==> src/rtl/fpga_bridge_vc_sched_if.sv <==
// Scheduler-side bundle: NoC source handshakes, credit returns, link outputs and credit status.
// The slave modport is the scheduler's view; master is the view of the sources/link/testbench.
interface fpga_bridge_vc_sched_if #(
    parameter int CREDIT_WIDTH = 9
);
    logic                    sched_en;
    logic [31:0]             src_data_1, src_data_2, src_data_3;
    logic                    src_val_1, src_val_2, src_val_3;
    logic                    src_rdy_1, src_rdy_2, src_rdy_3;
    logic [2:0]              credit_in;
    logic [31:0]             data_to_chip;
    logic [1:0]              data_channel;
    logic [CREDIT_WIDTH-1:0] credit_cnt_1, credit_cnt_2, credit_cnt_3;
    logic                    credit_err;

    modport slave (
        input  sched_en, src_data_1, src_data_2, src_data_3,
               src_val_1, src_val_2, src_val_3, credit_in,
        output src_rdy_1, src_rdy_2, src_rdy_3, data_to_chip, data_channel,
               credit_cnt_1, credit_cnt_2, credit_cnt_3, credit_err
    );

    modport master (
        output sched_en, src_data_1, src_data_2, src_data_3,
               src_val_1, src_val_2, src_val_3, credit_in,
        input  src_rdy_1, src_rdy_2, src_rdy_3, data_to_chip, data_channel,
               credit_cnt_1, credit_cnt_2, credit_cnt_3, credit_err
    );
endinterface

==> src/rtl/fpga_bridge_vc_sched.sv <==
// Credit-based 3-channel VC scheduler feeding one registered 32-bit chip link.
// Define FPGA_BRIDGE_SCHED_STRICT_PRIO_EN for fixed priority NoC3 > NoC2 > NoC1 instead of round-robin.
module fpga_bridge_vc_sched #(
    parameter int                    CREDIT_WIDTH = 9,
    parameter logic [CREDIT_WIDTH-1:0] INIT_CREDITS = CREDIT_WIDTH'(255)
) (
    input logic                    clk,
    input logic                    rst,
    fpga_bridge_vc_sched_if.slave  bus
);
    logic [31:0]             src_data [3];
    logic [2:0]              src_val;
    logic [2:0]              credit_in;
    logic [2:0]              eligible;
    logic [2:0]              grant;
    logic [CREDIT_WIDTH-1:0] cnt_q [3];
    logic [CREDIT_WIDTH-1:0] cnt_d [3];
    logic [31:0]             data_q, data_d;
    logic [1:0]              chan_q, chan_d;
    logic                    err_q, err_d;
`ifndef FPGA_BRIDGE_SCHED_STRICT_PRIO_EN
    logic [1:0]              last_grant_q, last_grant_d;
`endif

    assign src_data[0] = bus.src_data_1;
    assign src_data[1] = bus.src_data_2;
    assign src_data[2] = bus.src_data_3;
    assign src_val     = {bus.src_val_3, bus.src_val_2, bus.src_val_1};
    assign credit_in   = bus.credit_in;

    // Eligibility looks only at the registered count, so a returned credit helps next cycle at the earliest.
    always_comb begin
        for (int c = 0; c < 3; c++) begin
            eligible[c] = bus.sched_en && src_val[c] && (cnt_q[c] != '0);
        end
    end

    // NOTE: every always_comb output gets a default first so no path leaves it unassigned (no latch).
    always_comb begin
        grant = '0;
        if (!rst) begin
`ifdef FPGA_BRIDGE_SCHED_STRICT_PRIO_EN
            if      (eligible[2]) grant = 3'b100;
            else if (eligible[1]) grant = 3'b010;
            else if (eligible[0]) grant = 3'b001;
`else
            case (last_grant_q)
                2'd1: begin
                    if      (eligible[1]) grant = 3'b010;
                    else if (eligible[2]) grant = 3'b100;
                    else if (eligible[0]) grant = 3'b001;
                end
                2'd2: begin
                    if      (eligible[2]) grant = 3'b100;
                    else if (eligible[0]) grant = 3'b001;
                    else if (eligible[1]) grant = 3'b010;
                end
                default: begin
                    if      (eligible[0]) grant = 3'b001;
                    else if (eligible[1]) grant = 3'b010;
                    else if (eligible[2]) grant = 3'b100;
                end
            endcase
`endif
        end
    end

    always_comb begin
        chan_d = 2'd0;
        data_d = '0;
        case (grant)
            3'b001:  begin chan_d = 2'd1; data_d = src_data[0]; end
            3'b010:  begin chan_d = 2'd2; data_d = src_data[1]; end
            3'b100:  begin chan_d = 2'd3; data_d = src_data[2]; end
            default: begin chan_d = 2'd0; data_d = '0;          end
        endcase
`ifndef FPGA_BRIDGE_SCHED_STRICT_PRIO_EN
        last_grant_d = (grant != '0) ? chan_d : last_grant_q;
`endif
    end

    // A grant and a return on the same channel cancel; a return at full count is an overflow.
    always_comb begin
        err_d = err_q;
        for (int c = 0; c < 3; c++) begin
            cnt_d[c] = cnt_q[c];
            case ({grant[c], credit_in[c]})
                2'b10: cnt_d[c] = cnt_q[c] - CREDIT_WIDTH'(1);
                2'b01: begin
                    if (cnt_q[c] == INIT_CREDITS) err_d = 1'b1;
                    else                          cnt_d[c] = cnt_q[c] + CREDIT_WIDTH'(1);
                end
                default: cnt_d[c] = cnt_q[c];
            endcase
        end
    end

    // NOTE: sequential state uses non-blocking assignments so every flop samples pre-edge values.
    always_ff @(posedge clk) begin
        if (rst) begin
            for (int c = 0; c < 3; c++) cnt_q[c] <= INIT_CREDITS;
            data_q       <= '0;
            chan_q       <= 2'd0;
            err_q        <= 1'b0;
`ifndef FPGA_BRIDGE_SCHED_STRICT_PRIO_EN
            last_grant_q <= 2'd3;
`endif
        end else begin
            for (int c = 0; c < 3; c++) cnt_q[c] <= cnt_d[c];
            data_q       <= data_d;
            chan_q       <= chan_d;
            err_q        <= err_d;
`ifndef FPGA_BRIDGE_SCHED_STRICT_PRIO_EN
            last_grant_q <= last_grant_d;
`endif
        end
    end

    assign bus.src_rdy_1    = grant[0];
    assign bus.src_rdy_2    = grant[1];
    assign bus.src_rdy_3    = grant[2];
    assign bus.data_to_chip = data_q;
    assign bus.data_channel = chan_q;
    assign bus.credit_cnt_1 = cnt_q[0];
    assign bus.credit_cnt_2 = cnt_q[1];
    assign bus.credit_cnt_3 = cnt_q[2];
    assign bus.credit_err   = err_q;
endmodule

==> src/flat_wrapper.sv <==
// flat-port wrapper written by rule: the top's interface ports become plain ports
module fpga_bridge_vc_sched_flat 
#(
    parameter int                    CREDIT_WIDTH = 9,
    parameter logic [CREDIT_WIDTH-1:0] INIT_CREDITS = CREDIT_WIDTH'(255)
)
  (clk, rst, bus_sched_en, bus_src_data_1, bus_src_data_2, bus_src_data_3, bus_src_val_1, bus_src_val_2, bus_src_val_3, bus_credit_in, bus_src_rdy_1, bus_src_rdy_2, bus_src_rdy_3, bus_data_to_chip, bus_data_channel, bus_credit_cnt_1, bus_credit_cnt_2, bus_credit_cnt_3, bus_credit_err);
  fpga_bridge_vc_sched_if #(.CREDIT_WIDTH(CREDIT_WIDTH)) bus_i ();
  input logic clk;
  input logic rst;
  input wire logic [$bits(bus_i.sched_en)-1:0] bus_sched_en;
  input wire logic [$bits(bus_i.src_data_1)-1:0] bus_src_data_1;
  input wire logic [$bits(bus_i.src_data_2)-1:0] bus_src_data_2;
  input wire logic [$bits(bus_i.src_data_3)-1:0] bus_src_data_3;
  input wire logic [$bits(bus_i.src_val_1)-1:0] bus_src_val_1;
  input wire logic [$bits(bus_i.src_val_2)-1:0] bus_src_val_2;
  input wire logic [$bits(bus_i.src_val_3)-1:0] bus_src_val_3;
  input wire logic [$bits(bus_i.credit_in)-1:0] bus_credit_in;
  output wire logic [$bits(bus_i.src_rdy_1)-1:0] bus_src_rdy_1;
  output wire logic [$bits(bus_i.src_rdy_2)-1:0] bus_src_rdy_2;
  output wire logic [$bits(bus_i.src_rdy_3)-1:0] bus_src_rdy_3;
  output wire logic [$bits(bus_i.data_to_chip)-1:0] bus_data_to_chip;
  output wire logic [$bits(bus_i.data_channel)-1:0] bus_data_channel;
  output wire logic [$bits(bus_i.credit_cnt_1)-1:0] bus_credit_cnt_1;
  output wire logic [$bits(bus_i.credit_cnt_2)-1:0] bus_credit_cnt_2;
  output wire logic [$bits(bus_i.credit_cnt_3)-1:0] bus_credit_cnt_3;
  output wire logic [$bits(bus_i.credit_err)-1:0] bus_credit_err;
  assign bus_i.sched_en = bus_sched_en;
  assign bus_i.src_data_1 = bus_src_data_1;
  assign bus_i.src_data_2 = bus_src_data_2;
  assign bus_i.src_data_3 = bus_src_data_3;
  assign bus_i.src_val_1 = bus_src_val_1;
  assign bus_i.src_val_2 = bus_src_val_2;
  assign bus_i.src_val_3 = bus_src_val_3;
  assign bus_i.credit_in = bus_credit_in;
  assign bus_src_rdy_1 = bus_i.src_rdy_1;
  assign bus_src_rdy_2 = bus_i.src_rdy_2;
  assign bus_src_rdy_3 = bus_i.src_rdy_3;
  assign bus_data_to_chip = bus_i.data_to_chip;
  assign bus_data_channel = bus_i.data_channel;
  assign bus_credit_cnt_1 = bus_i.credit_cnt_1;
  assign bus_credit_cnt_2 = bus_i.credit_cnt_2;
  assign bus_credit_cnt_3 = bus_i.credit_cnt_3;
  assign bus_credit_err = bus_i.credit_err;
  fpga_bridge_vc_sched #(.CREDIT_WIDTH(CREDIT_WIDTH), .INIT_CREDITS(INIT_CREDITS)) u_core (.clk(clk), .rst(rst), .bus(bus_i));
endmodule
==> config.mk <==
export PLATFORM = sky130hd
export DESIGN_NAME = fpga_bridge_vc_sched_flat
export DESIGN_NICKNAME = d
export VERILOG_FILES = /design/src/rtl/fpga_bridge_vc_sched_if.sv /design/src/rtl/fpga_bridge_vc_sched.sv /design/src/flat_wrapper.sv
export SDC_FILE = /design/constraint.sdc
export NUM_CORES = 1
export LEC_CHECK = 0
export CAP_MARGIN = 10
export CORE_MARGIN = 2
export CORE_UTILIZATION = 42
export DETAILED_ROUTE_END_ITERATION = 12
export PLACE_DENSITY_LB_ADDON = 0.05
export RECOVER_POWER = 100
export SYNTH_ARGS = -nofsm -noshare
export SYNTH_HDL_FRONTEND = slang
export SYNTH_SLANG_ARGS = --single-unit
==> constraint.sdc <==
create_clock -name clk -period 5.7 [get_ports clk]
set_input_delay 1.71 -clock clk [delete_from_list [all_inputs] [get_ports clk]]
set_output_delay 1.71 -clock clk [all_outputs]
set_load 0.005 [all_outputs]
==> Flow_metrics.wiki <==
{| class="wikitable"
! Metric !! Value
|-
| Share of cells above drive strength 1 || 5.12%
|-
| Clock Latency Late Sink || 0.35 ns
|-
| Antenna-violating nets left || 0
|-
| Total die area || 9790 um^2
|-
| Placeable core region || 8720 um^2
|-
| Post-CTS Setup Inserts || 0
|-
| Path type of the worst min-delay path || reg2reg
|-
| Number of hold violations in the final report || 0
|-
| Crit path launch type || input pin
|-
| Multiplexer share of the synthesized area || 1.98%
|-
| Critical Path End Type || output pin
|-
| Clock Root Buffer || sky130_fd_sc_hd__clkbuf_8
|-
| Most common cell in the synthesized netlist || sky130_fd_sc_hd__dfxtp_1
|-
| Worst ir drop on vdd || 227 uV
|-
| Overflow after GRT || 0
|-
| Worst endpoint data arrival time || 3.76 ns
|-
| Share of the synthesized area in compound gates (AO/OA/AOI/OAI) || 21.9%
|-
| Cell repeated most along the worst path || sky130_fd_sc_hd__dlygate4sd3_1
|-
| Synth area leaders || sky130_fd_sc_hd__dfxtp_1 34%, sky130_fd_sc_hd__a221o_1 8.7%, sky130_fd_sc_hd__ha_1 7.6%, sky130_fd_sc_hd__and3_1 5.6%, sky130_fd_sc_hd__nand3_1 3.4%
|-
| Maximum clock path buffer count || 2
|-
| Total wire length || 12600 um
|-
| Total count of max-transition violations in the final report || 0
|-
| Avg Vias per Cell || 5.69
|-
| Global router's overall resource usage || 25.0%
|-
| Vias in the first global route || 3890
|-
| Number of maximum-capacitance violations || 0
|-
| Fin crit period || 5.47 ns
|-
| Number of enable flip-flop cells after synthesis || 0
|-
| Clock tree from TritonCTS || built
|-
| Global-route wire length before repair || 19900 um
|-
| Clock input transition at the sequential cells of the worst setup and hold paths || 0.08 ns
|-
| Crit-path max FO || 5
|-
| Number of distinct library cells after synthesis || 57
|-
| Leak Pwr || 0.00253 uW
|-
| Hold Buf Count CTS || 0
|-
| Maximum number of pins on one net before global-route repair || 36
|-
| Setup repair after global routing missed its margin || false
|-
| XOR/XNOR share of the synthesized area || 4.16%
|-
| Slew at the pin with the worst max-slew slack || 1.38 ns
|-
| Final routed DRC violation total || 0
|-
| Final net count || 732
|-
| Asr flop ratio synth || 0%
|-
| Sequential share of the synthesized area || 33.8%
|-
| Adder-cell share of the synthesized area || 9.18%
|-
| Register bit count reported by yosys || 64
|-
| Post-Place Setup Slack || 0.300 ns
|-
| CTS resizes || 0
|-
| WS Path Type || in2out
|-
| Cells after Synth || 433
|-
| Mean post-synth cell area || 8.75 um^2
|-
| Number of antenna violations at the first check in global routing || 1
|-
| Effective utilization at floorplan || 43.4%
|-
| Slack of the worst reg-to-reg path || 1.88 ns
|-
| List of cells traversed by the critical path || dlygate4sd3_1 > clkbuf_1 > a311oi_1 > a21bo_1 > nor2_2 > dlygate4sd3_1
|-
| Post-route clock skew || 0.0137 ns
|-
| Number of search-and-repair iterations in the first detailed-routing pass || 4
|-
| DIE WIDTH || 99.0 um
|-
| Vias after detailed routing || 4068
|-
| Period utilisation layout || 96.0%
|-
| I/O Pins || 170
|-
| Layout area overhead || 53.3%
|-
| Run status || finished, final reports clean
|-
| Setup WS post-layout || 0.228 ns
|-
| Placement row count || 34
|-
| PortBufs || 169
|-
| Commonest cells in the synthesized netlist || 64 x sky130_fd_sc_hd__dfxtp_1, 34 x sky130_fd_sc_hd__and3_1, 33 x sky130_fd_sc_hd__a221o_1, 31 x sky130_fd_sc_hd__nor2_1, 26 x sky130_fd_sc_hd__nand3_1
|-
| Required arrival time at the worst endpoint || 3.99 ns
|-
| Number of warnings issued by yosys || 0
|-
| Total number of clock tree sinks || 64
|-
| Post-synthesis simple-gate area fraction || 24.6%
|-
| Post-Synthesis Net Count || 564
|-
| Setup TNS after final layout || 0 ns
|-
| Post-detailed-placement half-perimeter wirelength || 9330 um
|-
| Most used flip-flop cell after synthesis || sky130_fd_sc_hd__dfxtp_1
|-
| Count of final setup violators || 0
|-
| Die Span Y || 99.0 um
|-
| Cts bufs inserted || 9
|-
| Mapped Area || 3790 um^2
|-
| RePlAce Congestion || 0.923
|-
| Area fraction of the dominant cell type after synthesis || 33.8%
|-
| Synth area leader || sky130_fd_sc_hd__dfxtp_1
|-
| Largest family of logic cells by synthesized area || simple AND/OR/NAND/NOR gates
|-
| Initial detailed-routing violation count || 176
|-
| H-tree lvl count || 3
|-
| Power per unit of standard cell area || 368 nW/um^2
|-
| Routed length per placed instance || 17.6 um
|-
| Worst-path cell with the longest stage delay || sky130_fd_sc_hd__dlygate4sd3_1
|-
| Tightest slew margin relative to the limit || 8.18%
|-
| Critical Path Max Stage Delay || 0.62 ns
|-
| Timing-limited maximum frequency || 183 MHz
|}
sequential cells by signal, summed over array words and instances, names as in the netlist:
register,flops
u_core.cnt_q,27
u_core.last_grant_q,2
u_core.bus.credit_err,1
u_core.bus.data_channel,2
u_core.bus.data_to_chip,32
final timing paths:
check | from | endpoint | depth (start not counted)
max | rst | bus_src_rdy_2 | 6
min | u_core.cnt_q[0][12] | u_core.cnt_q[0][12] | 2
max reg2reg | u_core.last_grant_q[0] | u_core.cnt_q[0][8] | 14
min reg2reg | u_core.cnt_q[0][12] | u_core.cnt_q[0][12] | 2
layer usage:
layer / share of wire [%] / GRT usage [%] / routed length [um]
met3: 6.0 / 4.68 / 753
met4: 2.6 / 10.3 / 325
met2: 49 / 43.2 / 6170
met5: 0 / 0 / 0
met1: 42 / 30.5 / 5300
critical path: cells and delay by family:
family                 cells  cell delay, ns
AND/OR/NAND/NOR            1            0.10
buffers and inverters      3            1.41
AO/OA/AOI/OAI              2            0.53
logic make-up after synthesis:
kind of cell	count (synthesis)
compound gates	104
simple gates	173
xor+xnor	18
fa+ha+maj	26
buf+inv	41
flops	64
mux	7
per-stage QoR:
step	area, um^2	hold slack (ns)	util [%]	power (uW)	instances
final	5810	0.558	66.6	2130	715
after global routing	5810	0.580	66.6	2290	715
after CTS	5820	0.563	66.8	2190	714
after detailed placement	5600	0.546	64.2	1740	698
after global placement	5600	0.538	64.2	1720	698
after floorplan	3790	0.512	-	1310	433
layout make-up:
class,count,area (um^2)
clock buffer,9,124
sequential,64,1280
multi-input combinational,328,2350
antenna,1,2.50
tap,108,135
timing repair buffer,178,1740
fill,757,2920
clock inverter,7,96.3
inverter,20,75.1
power by group:
group          switching, uW  total (uW)  internal, uW
sequential               125         675           551
clock                    198         445           247
combinational            487        1010           528
layout by cell type, fill, tap and decap left out, types with 10 or more instances in the layout:
master and instances:
sky130_fd_sc_hd__clkdlybuf4s50_1 103, sky130_fd_sc_hd__o21ai_0 10, sky130_fd_sc_hd__a221o_1 33, sky130_fd_sc_hd__dlygate4sd3_1 66, sky130_fd_sc_hd__inv_1 19, sky130_fd_sc_hd__and3_1 34
sky130_fd_sc_hd__nand3_1 26, sky130_fd_sc_hd__a21oi_1 13, sky130_fd_sc_hd__nand2_1 24, sky130_fd_sc_hd__dfxtp_1 64, sky130_fd_sc_hd__xnor2_1 10, sky130_fd_sc_hd__nor2_1 31
sky130_fd_sc_hd__nor4_1 12, sky130_fd_sc_hd__a31oi_1 11, sky130_fd_sc_hd__nor3_1 14, sky130_fd_sc_hd__ha_1 23
Power figures use the tool's default switching activity.
